[src/rtl/debug_pkg.sv]
// Shared types and constants for the SPI command queue.
// Latency: n/a (package only).
// Backpressure: n/a (package only).
// Contents: capture-FSM state enum and overflow-policy constants.
package debug_pkg;

    // Capture FSM: one push per assertion of the SPI valid level.
    typedef enum logic {
        IDLE     = 1'b0,
        WAIT_LOW = 1'b1
    } cap_state_t;

    // Overflow policy values for the DROP_OLDEST parameter.
    localparam int POLICY_DROP_NEWEST = 0;
    localparam int POLICY_DROP_OLDEST = 1;

endpackage

[src/rtl/sync_fifo.sv]
// Generic synchronous FIFO with selectable overflow policy.
// Latency: a write is visible at head_data the cycle after push when it was empty.
// Backpressure: never stalls push; on full it drops the incoming entry or overwrites the oldest.
// Ports:
//   clk, reset       : clock, synchronous active-high reset
//   push, push_data  : write request and data
//   pop              : read request (ignored when empty)
//   head_data        : oldest entry, 0 when empty
//   occupancy, empty : fill level and empty flag
//   accepted, dropped: per-cycle strobes for a written entry / a lost entry
module sync_fifo
    import debug_pkg::*;
#(
    parameter int DEPTH       = 4,
    parameter int DATA_WIDTH  = 8,
    parameter int DROP_OLDEST = POLICY_DROP_NEWEST
) (
    input  logic                     clk,
    input  logic                     reset,
    input  logic                     push,
    input  logic [DATA_WIDTH-1:0]    push_data,
    input  logic                     pop,
    output logic [DATA_WIDTH-1:0]    head_data,
    output logic [$clog2(DEPTH):0]   occupancy,
    output logic                     empty,
    output logic                     accepted,
    output logic                     dropped
);

    localparam int  PTR_W     = $clog2(DEPTH);
    localparam bit  OVERWRITE = (DROP_OLDEST == POLICY_DROP_OLDEST);

    logic [DATA_WIDTH-1:0] mem [DEPTH];
    logic [PTR_W-1:0]      head_ptr;
    logic [PTR_W-1:0]      tail_ptr;
    logic [PTR_W:0]        occ;
    logic                  full;

    logic do_pop;
    logic room;
    logic overwrite;
    logic write_en;
    logic head_adv;

    assign full  = (occ == (PTR_W+1)'(DEPTH));
    assign empty = (occ == '0);

    // A pop in the same cycle frees the slot, so a push into a full FIFO
    // with a simultaneous pop is never a drop.
    always_comb begin
        do_pop    = pop & ~empty;
        room      = ~full | do_pop;
        overwrite = push & ~room & OVERWRITE;
        write_en  = (push & room) | overwrite;
        dropped   = push & ~room;
        accepted  = write_en;
        // Overwrite only happens with no pop, so the two never double-advance.
        head_adv  = do_pop | overwrite;
    end

    always_ff @(posedge clk) begin
        if (reset) begin
            head_ptr <= '0;
            tail_ptr <= '0;
            occ      <= '0;
        end else begin
            if (write_en) tail_ptr <= tail_ptr + 1'b1;
            if (head_adv) head_ptr <= head_ptr + 1'b1;
            // Overwrite keeps occupancy at DEPTH; push+pop leaves it unchanged.
            case ({write_en & ~overwrite, do_pop})
                2'b10:   occ <= occ + 1'b1;
                2'b01:   occ <= occ - 1'b1;
                default: occ <= occ;
            endcase
        end
    end

    // Storage needs no reset: head_data is masked to 0 while empty.
    always_ff @(posedge clk) begin
        if (write_en) mem[tail_ptr] <= push_data;
    end

    assign head_data = empty ? '0 : mem[head_ptr];
    assign occupancy = occ;

endmodule

[src/rtl/spi_command_queue.sv]
// Buffers SPI command bytes and issues them one at a time, free-running or tick-paced.
// Latency: a captured byte is offered on cmd_valid the cycle after capture (free mode).
// Backpressure: holds entries while cmd_ready is low; overflow drops per DROP_OLDEST and is counted.
// Ports:
//   clk, reset                        : clock, synchronous active-high reset
//   spi_data, spi_data_valid          : byte and valid level from the SPI receiver
//   spi_clear                         : one-cycle pulse asking the receiver to drop valid
//   game_tick, issue_on_tick          : level game clock and tick-paced issue select
//   cmd_valid, cmd_ready, cmd_data    : command handshake towards the executioner
//   occupancy                         : entries held
//   accepted_count, dropped_count     : saturating telemetry counters
//   overflow                          : sticky flag, set on the first drop
module spi_command_queue
    import debug_pkg::*;
#(
    parameter int DEPTH       = 4,
    parameter int DATA_WIDTH  = 8,
    parameter int COUNT_WIDTH = 8,
    parameter int DROP_OLDEST = POLICY_DROP_NEWEST
) (
    input  logic                     clk,
    input  logic                     reset,
    input  logic [DATA_WIDTH-1:0]    spi_data,
    input  logic                     spi_data_valid,
    output logic                     spi_clear,
    input  logic                     game_tick,
    input  logic                     issue_on_tick,
    input  logic                     cmd_ready,
    output logic                     cmd_valid,
    output logic [DATA_WIDTH-1:0]    cmd_data,
    output logic [$clog2(DEPTH):0]   occupancy,
    output logic [COUNT_WIDTH-1:0]   accepted_count,
    output logic [COUNT_WIDTH-1:0]   dropped_count,
    output logic                     overflow
);

    cap_state_t state;
    cap_state_t state_next;
    logic       push;
    logic       pop;
    logic       fifo_empty;
    logic       fifo_accepted;
    logic       fifo_dropped;
    logic       tick_prev;
    logic       tick_edge;
    logic       tick_pending;

    // ---------------- capture FSM ----------------
    always_ff @(posedge clk) begin
        if (reset) state <= IDLE;
        else       state <= state_next;
    end

    always_comb begin
        state_next = state;
        case (state)
            IDLE:     if (spi_data_valid)  state_next = WAIT_LOW;
            WAIT_LOW: if (!spi_data_valid) state_next = IDLE;
            default:  state_next = IDLE;
        endcase
    end

    // Push only on the IDLE->WAIT_LOW transition, so a lingering valid
    // level yields a single command.
    always_comb begin
        push = (state == IDLE) & spi_data_valid;
    end

    // Clear pulse follows the capture edge by one cycle.
    always_ff @(posedge clk) begin
        if (reset) spi_clear <= 1'b0;
        else       spi_clear <= push;
    end

    // ---------------- storage ----------------
    sync_fifo #(
        .DEPTH       (DEPTH),
        .DATA_WIDTH  (DATA_WIDTH),
        .DROP_OLDEST (DROP_OLDEST)
    ) u_fifo (
        .clk       (clk),
        .reset     (reset),
        .push      (push),
        .push_data (spi_data),
        .pop       (pop),
        .head_data (cmd_data),
        .occupancy (occupancy),
        .empty     (fifo_empty),
        .accepted  (fifo_accepted),
        .dropped   (fifo_dropped)
    );

    // ---------------- issue / tick logic ----------------
    assign cmd_valid = ~fifo_empty & (~issue_on_tick | tick_pending);
    assign pop       = cmd_valid & cmd_ready;
    assign tick_edge = game_tick & ~tick_prev;

    // tick_prev resets high so a tick already high at reset release is not an edge.
    // A tick only arms when there is something to issue; an edge coinciding
    // with a pop re-arms rather than clears.
    always_ff @(posedge clk) begin
        if (reset) begin
            tick_prev    <= 1'b1;
            tick_pending <= 1'b0;
        end else begin
            tick_prev <= game_tick;
            if (tick_edge && !fifo_empty) tick_pending <= 1'b1;
            else if (pop)                 tick_pending <= 1'b0;
        end
    end

    // ---------------- telemetry ----------------
    always_ff @(posedge clk) begin
        if (reset) begin
            accepted_count <= '0;
            dropped_count  <= '0;
            overflow       <= 1'b0;
        end else begin
            if (fifo_accepted && (accepted_count != '1))
                accepted_count <= accepted_count + 1'b1;
            if (fifo_dropped && (dropped_count != '1))
                dropped_count <= dropped_count + 1'b1;
            if (fifo_dropped)
                overflow <= 1'b1;
        end
    end

endmodule

[config.mk]
export PLATFORM = sky130hd
export DESIGN_NAME = spi_command_queue
export DESIGN_NICKNAME = d
export VERILOG_FILES = /design/src/rtl/debug_pkg.sv /design/src/rtl/sync_fifo.sv /design/src/rtl/spi_command_queue.sv
export SDC_FILE = /design/constraint.sdc
export NUM_CORES = 1
export LEC_CHECK = 0
export ABC_AREA = 1
export BUFFER_PORTS_ARGS = -buffer_cell sky130_fd_sc_hd__buf_2
export CAP_MARGIN = 30
export CORE_AREA = 2 2 80 67
export CTS_CLUSTER_DIAMETER = 40
export DETAILED_ROUTE_END_ITERATION = 8
export DIE_AREA = 0 0 82 69
export PLACE_DENSITY = 0.82
export SLEW_MARGIN = 20
export SYNTH_ARGS = -nofsm -noshare
export SYNTH_HDL_FRONTEND = slang
export SYNTH_HIERARCHICAL = 1
export SYNTH_SLANG_ARGS = --single-unit
[constraint.sdc]
create_clock -name clk -period 4.5 [get_ports clk]
set_input_delay 0.45 -clock clk [delete_from_list [all_inputs] [get_ports clk]]
set_output_delay 0.45 -clock clk [all_outputs]
set_load 0.1 [all_outputs]
==> results.sh, run 1 <==
export IMPL_outcome="completed"
export IMPL_nNetsFinal=395
export IMPL_postLayoutCoreUtil=0.672
export IMPL_synthArstFlopShare=0
export IMPL_fin_skew_ps=7.62
export IMPL_muxShareOfSynthArea=0
export IMPL_cap_violations=0
export IMPL_synthAdderAreaFrac=0.0382
export IMPL_grt_pass1_wl_mm=8.59
export IMPL_instances_no_fill=440
export IMPL_hold_viol=0
export IMPL_vias=2216
export IMPL_cts_setup_buffers=0
export IMPL_grt_pass1_vias=2003
export IMPL_rsz0062_at_grt="false"
export IMPL_totalWireLength_mm=5.08
export IMPL_drive_above_1_share=0.177
export IMPL_cts_clk_slew_worst_paths_ps=70
export IMPL_cp_slowest_stage_delay_ps=650
export IMPL_crit_chain="nor2_1, nand2_2, clkinv_1, a21oi_2, nand2_1, inv_1, nor2_1, nand2_1, nand2_1, nor2_1"
export IMPL_firstDrtPassIters=4
export IMPL_swShare=0.310
export IMPL_slew_headroom=0.475
export IMPL_synth_compound_area_frac=0.0836
export IMPL_startpoint="u_fifo/occupancy[1]$_SDFFE_PP0P_"
export IMPL_gp_congestion=0.801
export IMPL_via_per_inst=5.04
export IMPL_p_total_mw=1.41
export IMPL_reg2reg_from="u_fifo/occupancy[1]$_SDFFE_PP0P_"
export IMPL_max_freq_mhz=369
export IMPL_synth_flop_cell="edfxtp_1"
export IMPL_cp_depth=10
export IMPL_min_from="spi_data[5]"
export IMPL_antennaDiodeCount=0
export IMPL_grt_max_degree=18
export IMPL_cp_data_arrival_time_ps=2670
export IMPL_synth_edf_count=32
export IMPL_grt_overflow_total=0
export IMPL_syn2layout_area_growth_pct=15.3
export IMPL_cp_max_fo=10
export IMPL_clkSinkCount=62
export IMPL_worstHoldPathType="primary input to register"
export IMPL_numPortBuffers=43
export IMPL_finalCritPeriodShare=0.602
export IMPL_ant_nets=0
export IMPL_rr_worst_depth=10
export IMPL_crit_buf_inv=2
export IMPL_worstSetupEndpointType="register"
export IMPL_cp_top_family="simple AND/OR/NAND/NOR gates"
export IMPL_yosys_area_top_type="edfxtp_1"
export IMPL_startpoint_type="register"
export IMPL_cts_hold_buf=0
export IMPL_cts_buffers=9
export IMPL_track_usage=0.198
export IMPL_io_pins=44
export IMPL_drv_slew=0
export IMPL_slowest_stage="nor2_1"
export IMPL_synth_area_per_cell_um2=8.61
export IMPL_fin_ws_ps=1790
export IMPL_start_util=0.582
export IMPL_post_place_ws_ps=1850
export IMPL_synth_simple_area_share=0.241
export IMPL_ys_ff_latch=62
export IMPL_synthCells=327
export IMPL_synth_top_area_share=0.341
export IMPL_ys_top_cells_by_count="nor2_1, nand2_1, inv_1"
export IMPL_setup_tns_ps=0
export IMPL_final_fill_count=366
export IMPL_cts_resized=0
export IMPL_dieArea_um2=5660
export IMPL_core_um2=4830
export IMPL_ir_drop_mv=0.272
export IMPL_period_minus_slack_ps=2710
export IMPL_chipWidth_um=82
export IMPL_seq_power_share=0.448
export IMPL_ctsLongestPathBuffers=2
export IMPL_cts_root_buffer="clkbuf_8"
export IMPL_reg2reg_to="u_fifo/mem[0][0]$_DFFE_PP_"
export IMPL_drcViolationCount=0
export IMPL_synth_nets=349
export IMPL_leakagePower_nw=1.40
export IMPL_combPwrFrac=0.184
export IMPL_hpwl_mm=3.45
export IMPL_r2r_slack_ps=1790
export IMPL_yosys_warnings=6
export IMPL_fp_dieH_um=69
export IMPL_synth_top_family_by_area="simple AND/OR/NAND/NOR gates"
export IMPL_worst_slew_pin_slew_ps=785
export IMPL_finalSetupViolations=0
export IMPL_antenna_found_initial=0
export IMPL_worstSetupPathType="register to register"
export IMPL_p_clk_frac=0.368
export IMPL_rows=23
export IMPL_worst_ep_required_time_ps=4460
export IMPL_syn_area_um2=2820
export IMPL_clock_latency_ps=330
export IMPL_holdPathStages=1
export IMPL_p_int_mw=0.971
export IMPL_htreeDepth=3
export IMPL_post_place_cells=424
export IMPL_worstHoldEndpoint="u_fifo/mem[2][5]$_DFFE_PP_"
export IMPL_cts_tree="yes"
export IMPL_p_sw_mw=0.435
export IMPL_wl_per_cell_um=11.5
export IMPL_synth_area_top_cells="edfxtp_1, dfxtp_1, nor2_1"
export IMPL_yosysMostFrequentCell="nor2_1"
export IMPL_synth_distinct_cells=24
export IMPL_synth_xor_area_frac=0
export IMPL_first_iter_violations=89
export IMPL_p_per_area_nw_per_um2=433
export IMPL_yosysSeqAreaShare=0.555
[flip-flops by register name, summed over array words and instances, names as in the netlist, named ones only]
signal and count:
accepted_count 8, dropped_count 8, overflow 1, spi_clear 1, state 1, tick_pending 1
tick_prev 1, u_fifo/head_ptr 2, u_fifo/mem 32, u_fifo/occupancy 3, u_fifo/tail_ptr 2
[cell type report]
| cell class | count | area, um^2 | area share |
|---|---|---|---|
| Tap cell | 62 | 77.6 | 0.0239 |
| Timing Repair Buffer | 43 | 215 | 0.0663 |
| Multi-Input combinational cell | 216 | 1020 | 0.316 |
| Clock buffer | 10 | 128 | 0.0393 |
| Inverter | 41 | 154 | 0.0474 |
| Clock inverter | 6 | 86.3 | 0.0266 |
| Sequential cell | 62 | 1560 | 0.481 |
[power by group through the flow]
stage,clock [mW],sequential (mW),combinational [mW]
2_1_floorplan,0,0.680,0.179
3_3_place_gp,0,0.641,0.254
3_5_place_dp,0,0.642,0.258
4_1_cts,0.529,0.629,0.259
5_1_grt,0.555,0.632,0.280
6_report,0.518,0.630,0.259
[placed cells by master (no fill, tap or decap), drive strengths merged, types with 5 or more instances in the layout]
master,n
a21oi,28
buf,43
clkbuf,10
clkinv,5
dfxtp,30
edfxtp,32
ha,7
inv,40
nand2,56
nand3,15
nor2,77
nor3,5
o21ai,19
[worst max path at each step]
stage	endpoint	slack, ps
2_1_floorplan	u_fifo/occupancy[1]$_SDFFE_PP0P_	590
3_3_place_gp	u_fifo/mem[0][0]$_DFFE_PP_	1990
3_5_place_dp	u_fifo/mem[0][0]$_DFFE_PP_	1850
4_1_cts	u_fifo/mem[0][0]$_DFFE_PP_	1820
5_1_grt	accepted_count[7]$_SDFFE_PP0P_	1430
6_report	u_fifo/mem[0][0]$_DFFE_PP_	1790
[metrics by stage]
stage / hold WS [ps] / cell area [um^2]
2_1_floorplan: 399 / 2820
3_3_place_gp: 406 / 3030
3_5_place_dp: 421 / 3030
4_1_cts: 312 / 3250
5_1_grt: 310 / 3250
6_report: 324 / 3250
[logic make-up (layout without fill, tap and decap cells)]
group                    Yosys count  in the layout
AND/OR/NAND/NOR                  161            161
flip-flops                        62             62
buffers and inverters             49            100
AO/OA/AOI/OAI                     47             47
adder cells (fa/ha/maj)            8              8
[per-layer routing]
| metal | vias up | routed length [um] | track usage |
|---|---|---|---|
| li1 | 1151 | - | - |
| met3 | 6 | 280 | 0.0798 |
| met1 | 1002 | 2340 | 0.242 |
| met4 | 0 | 34 | 0.0500 |
| met5 | - | 0 | 0 |
| met2 | 57 | 2430 | 0.323 |
Power figures use the tool's default switching activity.
==> inputs of run 2 (changes only) <==
--- a/config.mk
+++ b/config.mk
@@ -5,14 +5,14 @@
 export SDC_FILE = /design/constraint.sdc
 export NUM_CORES = 1
 export LEC_CHECK = 0
-export ABC_AREA = 1
+export ABC_AREA = 0
 export BUFFER_PORTS_ARGS = -buffer_cell sky130_fd_sc_hd__buf_2
 export CAP_MARGIN = 30
-export CORE_AREA = 2 2 80 67
+export CORE_AREA = 2 2 87 72
 export CTS_CLUSTER_DIAMETER = 40
 export DETAILED_ROUTE_END_ITERATION = 8
-export DIE_AREA = 0 0 82 69
-export PLACE_DENSITY = 0.82
+export DIE_AREA = 0 0 89 74
+export PLACE_DENSITY = 0.73
 export SLEW_MARGIN = 20
 export SYNTH_ARGS = -nofsm -noshare
 export SYNTH_HDL_FRONTEND = slang
==> constraint.sdc (replaced) <==
create_clock -name clk -period 2.45 [get_ports clk]
set_input_delay 0.245 -clock clk [delete_from_list [all_inputs] [get_ports clk]]
set_output_delay 0.245 -clock clk [all_outputs]
set_load 0.1 [all_outputs]
==> run 2 against run 1 <==
Via count down 18%. Core utilization down 8.5 points. Count of clock-buffer cells in the layout down 1. Global-route usage down 2.3 points. Design area up 4.0%. Non-clock buffer count up 6. Worst setup slack worse by 1800 ps. First-iteration DRC count down 4.5%. Die area up 16%. Largest cell class unchanged.
==> results.sh, run 2 <==
export IMPL_worstSetupEndpointType="register"
export IMPL_synth_area_per_cell_um2=12.6
export IMPL_register_area_um2=1570
export IMPL_cts_root_buffer="clkbuf_8"
export IMPL_fp_dieH_um=74
export IMPL_swShare=0.298
export IMPL_cp_max_fo=3
export IMPL_worst_slew_pin_slew_ps=624
export IMPL_slew_headroom=0.584
export IMPL_numPortBuffers=43
export IMPL_synth_top_area_share=0.349
export IMPL_ys_ff_latch=62
export IMPL_rows=25
export IMPL_startpoint_type="register"
export IMPL_p_sw_mw=0.769
export IMPL_first_iter_violations=85
export IMPL_grt_pass1_wl_mm=8.28
export IMPL_drcViolationCount=0
export IMPL_synthCells=218
export IMPL_fin_ws_ps=25.1
export IMPL_ctsLongestPathBuffers=2
export IMPL_antennaDiodeCount=0
export IMPL_holdPathStages=2
export IMPL_post_place_ws_ps=-39.8
export IMPL_cts_hold_buf=0
export IMPL_top_register="u_fifo/mem"
export IMPL_syn_area_um2=2760
export IMPL_rsz0062_at_grt="true"
export IMPL_chipWidth_um=89
export IMPL_hpwl_mm=3.62
export IMPL_drive_above_1_share=0.391
export IMPL_totalWireLength_mm=5.21
export IMPL_synth_area_top_cells="edfxtp_1, dfxtp_1, mux4_2"
export IMPL_grt_pass1_vias=1681
export IMPL_synthArstFlopShare=0
export IMPL_dieArea_um2=6590
export IMPL_track_usage=0.175
export IMPL_synth_flop_cell="edfxtp_1"
export IMPL_finalSetupViolations=0
export IMPL_multi_input_area_um2=1190
export IMPL_wl_per_cell_um=14.7
export IMPL_core_um2=5760
export IMPL_htreeDepth=3
export IMPL_reg_top3="u_fifo/mem x32, accepted_count x8, dropped_count x8"
export IMPL_ys_top_cells_by_count="edfxtp_1, dfxtp_1, nor2b_1"
export IMPL_layout_commonest_cell="buf_2"
export IMPL_cp_data_arrival_time_ps=2690
export IMPL_max_freq_mhz=412
export IMPL_gp_congestion=0.780
export IMPL_antenna_found_initial=0
export IMPL_p_clk_frac=0.381
export IMPL_via_per_inst=5.10
export IMPL_ant_nets=0
export IMPL_p_int_mw=1.81
export IMPL_vias=1812
export IMPL_syn2layout_area_growth_pct=22.5
export IMPL_cts_buffers=9
export IMPL_postLayoutCoreUtil=0.587
export IMPL_yosysMostFrequentCell="edfxtp_1"
export IMPL_whs_ps=104
export IMPL_outcome="completed"
export IMPL_io_pins=44
export IMPL_seq_power_share=0.446
export IMPL_yosysSeqAreaShare=0.567
export IMPL_grt_max_degree=39
export IMPL_worstSetupPathType="register to register"
export IMPL_worst_ep_required_time_ps=2720
export IMPL_synth_nets=240
export IMPL_synth_distinct_cells=43
export IMPL_combPwrFrac=0.173
export IMPL_yosys_area_top_type="edfxtp_1"
export IMPL_cts_clk_slew_worst_paths_ps=70
export IMPL_largest_register_ffs=32
export IMPL_yosys_warnings=6
export IMPL_p_per_area_nw_per_um2=765
export IMPL_fin_skew_ps=2.92
export IMPL_clock_latency_ps=340
export IMPL_nNetsFinal=291
export IMPL_start_util=0.479
export IMPL_ir_drop_mv=0.356
export IMPL_hold_viol=0
export IMPL_cap_violations=0
export IMPL_final_cell_mix="buf_2, edfxtp_1, dfxtp_1"
export IMPL_final_fill_count=498
export IMPL_firstDrtPassIters=4
export IMPL_rr_worst_depth=12
export IMPL_finalCritPeriodShare=0.990
export IMPL_drv_slew=0
export IMPL_clkSinkCount=62
export IMPL_cts_tree="yes"
export IMPL_grt_overflow_total=0
export IMPL_synth_edf_count=32
export IMPL_worstHoldPathType="primary input to register"
export IMPL_leakagePower_nw=1.29
export IMPL_setup_tns_ps=0
export IMPL_period_minus_slack_ps=2420
-- run 2: cell types whose count changed after synthesis, sizes merged, moves of 6 or more --
cell / before / now
nor2: 77 / 16
o21ai: 19 / 3
mux2: 0 / 6
a21oi: 28 / 15
nand2: 56 / 4
nand2b: 0 / 6
inv: 40 / 9
nand3: 15 / 3
nor2b: 0 / 17
mux4: 0 / 8
and2: 0 / 7
-- run 2: power groups by stage --
stage               registers [mW]  logic [mW]  clock network (mW)
detailed placement            1.17       0.442                   0
CTS                           1.15       0.445                1.00
finish                        1.15       0.446               0.984
floorplan                     1.24       0.295                   0
global route                  1.16       0.471                1.05
global placement              1.17       0.435                   0
-- run 2: final cells by class --
cell class	instances	area share
Multi-Input combinational cell	138	0.352
Sequential cell	62	0.466
Clock inverter	7	0.0289
Inverter	9	0.0100
Tap cell	81	0.0300
Timing Repair Buffer	49	0.0771
Clock buffer	9	0.0367
-- run 2: path summary, 6_finish.rpt --
check	start	end	slack [ps]
setup / recovery	u_fifo/occupancy[0]$_SDFFE_PP0P_	u_fifo/occupancy[2]$_SDFFE_PP0P_	30
hold / removal	game_tick	tick_prev$_SDFF_PP1_	100
setup reg to reg	u_fifo/occupancy[0]$_SDFFE_PP0P_	u_fifo/occupancy[2]$_SDFFE_PP0P_	30
hold reg to reg	overflow$_SDFFE_PP0P_	overflow$_SDFFE_PP0P_	490
-- run 2: worst max-delay path, stage by stage, from the launching register on --
cell	delay, ps
dfxtp_4	350
nor3_4	220
a21oi_4	40
and2_4	150
nor4b_4	320
nor2b_2	90
inv_2	70
ha_4	130
inv_2	40
fa_2	340
xor2_1	150
or3_1	320
a21oi_2	120
-- run 2: what timing repair did --
item	in CTS	in global routing
hold endpoints to repair	0	0
gates cloned	0	0
gates resized for setup	1	3
endpoints found under the setup margin	1	1
buffers inserted	0	1
pin swaps	0	2
-- run 2: kinds of logic (layout without fill, tap and decap cells) --
group,count (synthesis),count (layout),share of synthesized area
XOR/XNOR,3,3,0.00953
AO/OA/AOI/OAI,30,30,0.0722
buffers and inverters,18,74,0.0300
multiplexers,17,17,0.108
flip-flops,62,62,0.567
adder cells (fa/ha/maj),8,8,0.0390
AND/OR/NAND/NOR,80,80,0.175
-- run 2: through the flow --
step	cells	power [mW]	cell area, um^2
final	355	2.58	3380
after global routing	355	2.68	3380
after CTS	354	2.60	3360
after detailed placement	338	1.62	3130
after global placement	338	1.61	3130
after floorplan	218	1.53	2820
-- run 2: layer usage --
metal | GRT usage | routed length [um] | vias to the layer above
li1 | - | - | 904
met1 | 0.209 | 2350 | 855
met2 | 0.284 | 2500 | 46
met3 | 0.0733 | 282 | 7
met4 | 0.0697 | 82 | 0
met5 | 0 | 0 | -
==> inputs of run 3 (changes only) <==
--- a/config.mk
+++ b/config.mk
@@ -12,6 +12,7 @@
 export CTS_CLUSTER_DIAMETER = 40
 export DETAILED_ROUTE_END_ITERATION = 8
 export DIE_AREA = 0 0 89 74
+export GPL_TIMING_DRIVEN = 0
 export PLACE_DENSITY = 0.73
 export SLEW_MARGIN = 20
 export SYNTH_ARGS = -nofsm -noshare
==> run 3 against run 2 <==
The run now ends with setup timing left. Core utilization grew 1.5 points. Clock power shrank 2.2%. Clock skew grew 3.0 ps. Flip-flop and latch count is the same. Design area grew 2.6%. Sequential share of layout area shrank 1.2 points. Register-to-register slack lost 210 ps. Via count grew 4.1%. Power is essentially flat. Worst setup slack lost 210 ps. Critical endpoint unchanged. Largest cell class unchanged.
==> results.sh, run 3 (same netlist as run 2, synthesis figures left out) <==
export IMPL_seq_power_share=0.445
export IMPL_min_from="game_tick"
export IMPL_gp_congestion=0.788
export IMPL_totalWireLength_mm=5.41
export IMPL_place_area_um2=3140
export IMPL_drive_above_1_share=0.414
export IMPL_cts_root_buffer="clkbuf_8"
export IMPL_outcome="finished with violations"
export IMPL_firstDrtPassIters=4
export IMPL_ant_nets=0
export IMPL_worst_ep_required_time_ps=2710
export IMPL_p_clk_frac=0.372
export IMPL_p_int_mw=1.83
export IMPL_finalSetupViolations=1
export IMPL_ir_drop_mv=0.420
export IMPL_numPortBuffers=42
export IMPL_worstSetupPathType="register to register"
export IMPL_hpwl_mm=3.48
export IMPL_clkSinkCount=62
export IMPL_routed_top_layer="met4"
export IMPL_nNetsFinal=302
export IMPL_p_per_area_nw_per_um2=746
export IMPL_antenna_found_initial=0
export IMPL_top_register="u_fifo/mem"
export IMPL_reg2reg_from="u_fifo/occupancy[0]$_SDFFE_PP0P_"
export IMPL_slew_headroom=0.674
export IMPL_startpoint="u_fifo/occupancy[0]$_SDFFE_PP0P_"
export IMPL_combPwrFrac=0.183
export IMPL_first_iter_violations=146
export IMPL_wl_met3_um=293
export IMPL_startpoint_type="register"
export IMPL_antennaDiodeCount=0
export IMPL_htreeDepth=3
export IMPL_chipWidth_um=89
export IMPL_io_pins=44
export IMPL_cts_tree="yes"
export IMPL_worst_slew_pin_slew_ps=492
export IMPL_rows=25
export IMPL_violations="setup timing"
export IMPL_core_um2=5760
export IMPL_layout_commonest_cell="buf_2"
export IMPL_grt_pass1_wl_mm=8.49
export IMPL_post_place_ws_ps=-390
export IMPL_grt_max_degree=13
export IMPL_grt_pass1_vias=1744
export IMPL_met1Wirelength_mm=2.46
export IMPL_start_util=0.479
export IMPL_largest_register_ffs=32
export IMPL_fin_ws_ps=-182
export IMPL_syn2layout_area_growth_pct=25.7
export IMPL_cts_clk_slew_worst_paths_ps=70
export IMPL_worstHoldPathType="primary input to register"
export IMPL_drcViolationCount=0
export IMPL_reg_top3="u_fifo/mem x32, accepted_count x8, dropped_count x8"
export IMPL_ctsLongestPathBuffers=2
export IMPL_clock_latency_ps=340
export IMPL_leakagePower_nw=1.35
export IMPL_final_area_um2=3460
export IMPL_vias=1886
export IMPL_fin_skew_ps=5.88
export IMPL_cp_data_arrival_time_ps=2900
export IMPL_drv_slew=0
export IMPL_wl_per_cell_um=14.8
export IMPL_finalCritPeriodShare=1.07
export IMPL_grt_overflow_total=0
export IMPL_swShare=0.294
export IMPL_cp_max_fo=2
export IMPL_dr_wl_met2_mm=2.58
export IMPL_fp_dieH_um=74
export IMPL_max_freq_mhz=380
export IMPL_period_minus_slack_ps=2630
export IMPL_cts_buffers=9
export IMPL_hold_viol=0
export IMPL_p_sw_mw=0.760
export IMPL_via_per_inst=5.15
export IMPL_cap_violations=0
export IMPL_rsz0062_at_grt="true"
export IMPL_dieArea_um2=6590
export IMPL_final_cell_mix="buf_2, edfxtp_1, dfxtp_1"
export IMPL_track_usage=0.177
export IMPL_worstSetupEndpointType="register"
==> run 3: path summary, 6_finish.rpt <==
check / to / slack, ps / cells past startpoint
worst max register to register: u_fifo/occupancy[2]$_SDFFE_PP0P_ / -180 / 13
worst min-delay path: tick_prev$_SDFF_PP1_ / 110 / 2
worst max-delay path: u_fifo/occupancy[2]$_SDFFE_PP0P_ / -180 / 13
worst min register to register: tick_pending$_SDFFE_PP0P_ / 480 / 2
==> run 3: stage by stage <==
stage	power [mW]	TNS [ps]	hold WS, ps	util	instances
finish	2.59	-182	114	0.602	366
global placement	1.61	-570	451	0.545	341
CTS	2.61	-176	96.0	0.593	363
detailed placement	1.61	-639	455	0.545	341
floorplan	1.53	-5250	344	-	218
global route	2.69	-305	111	0.602	366
==> run 3: cell type report <==
type | instances | area [um^2]
Fill cell | 504 | 2290
Inverter | 9 | 36.3
Sequential cell | 62 | 1570
Multi-Input combinational cell | 138 | 1210
Timing Repair Buffer | 52 | 285
Clock buffer | 10 | 128
Tap cell | 81 | 101
Clock inverter | 6 | 86.3
Buffer | 8 | 43.8
==> run 3: power by group through the flow <==
stage,logic (mW),registers (mW),clock network (mW)
after floorplan,0.295,1.24,0
after global placement,0.431,1.17,0
after detailed placement,0.439,1.18,0
after CTS,0.466,1.15,0.989
after global routing,0.499,1.15,1.04
final,0.472,1.15,0.962
==> run 3: critical path, stage by stage (launching register included) <==
cell and delay [ps]:
dfxtp_4 350, nor3_4 200, buf_6 140, a21oi_4 30, and2_4 140, nor4b_4 400, nor2b_4 100, inv_4 70
ha_4 120, inv_2 30, fa_2 350, xor2_2 160, or3_1 360, a21oi_2 110
==> run 3: layer usage <==
metal	up-vias	global-route usage
li1	920	-
met1	912	0.224
met2	45	0.279
met3	9	0.0744
met4	0	0.0547
met5	-	0
==> run 3: what timing repair did <==
action	4_1_cts	5_1_grt
hold endpoints to repair	0	0
setup buffers	6	4
resized for setup	4	6
pin swaps	1	6
setup endpoints to repair	2	2
hold buffers	0	0
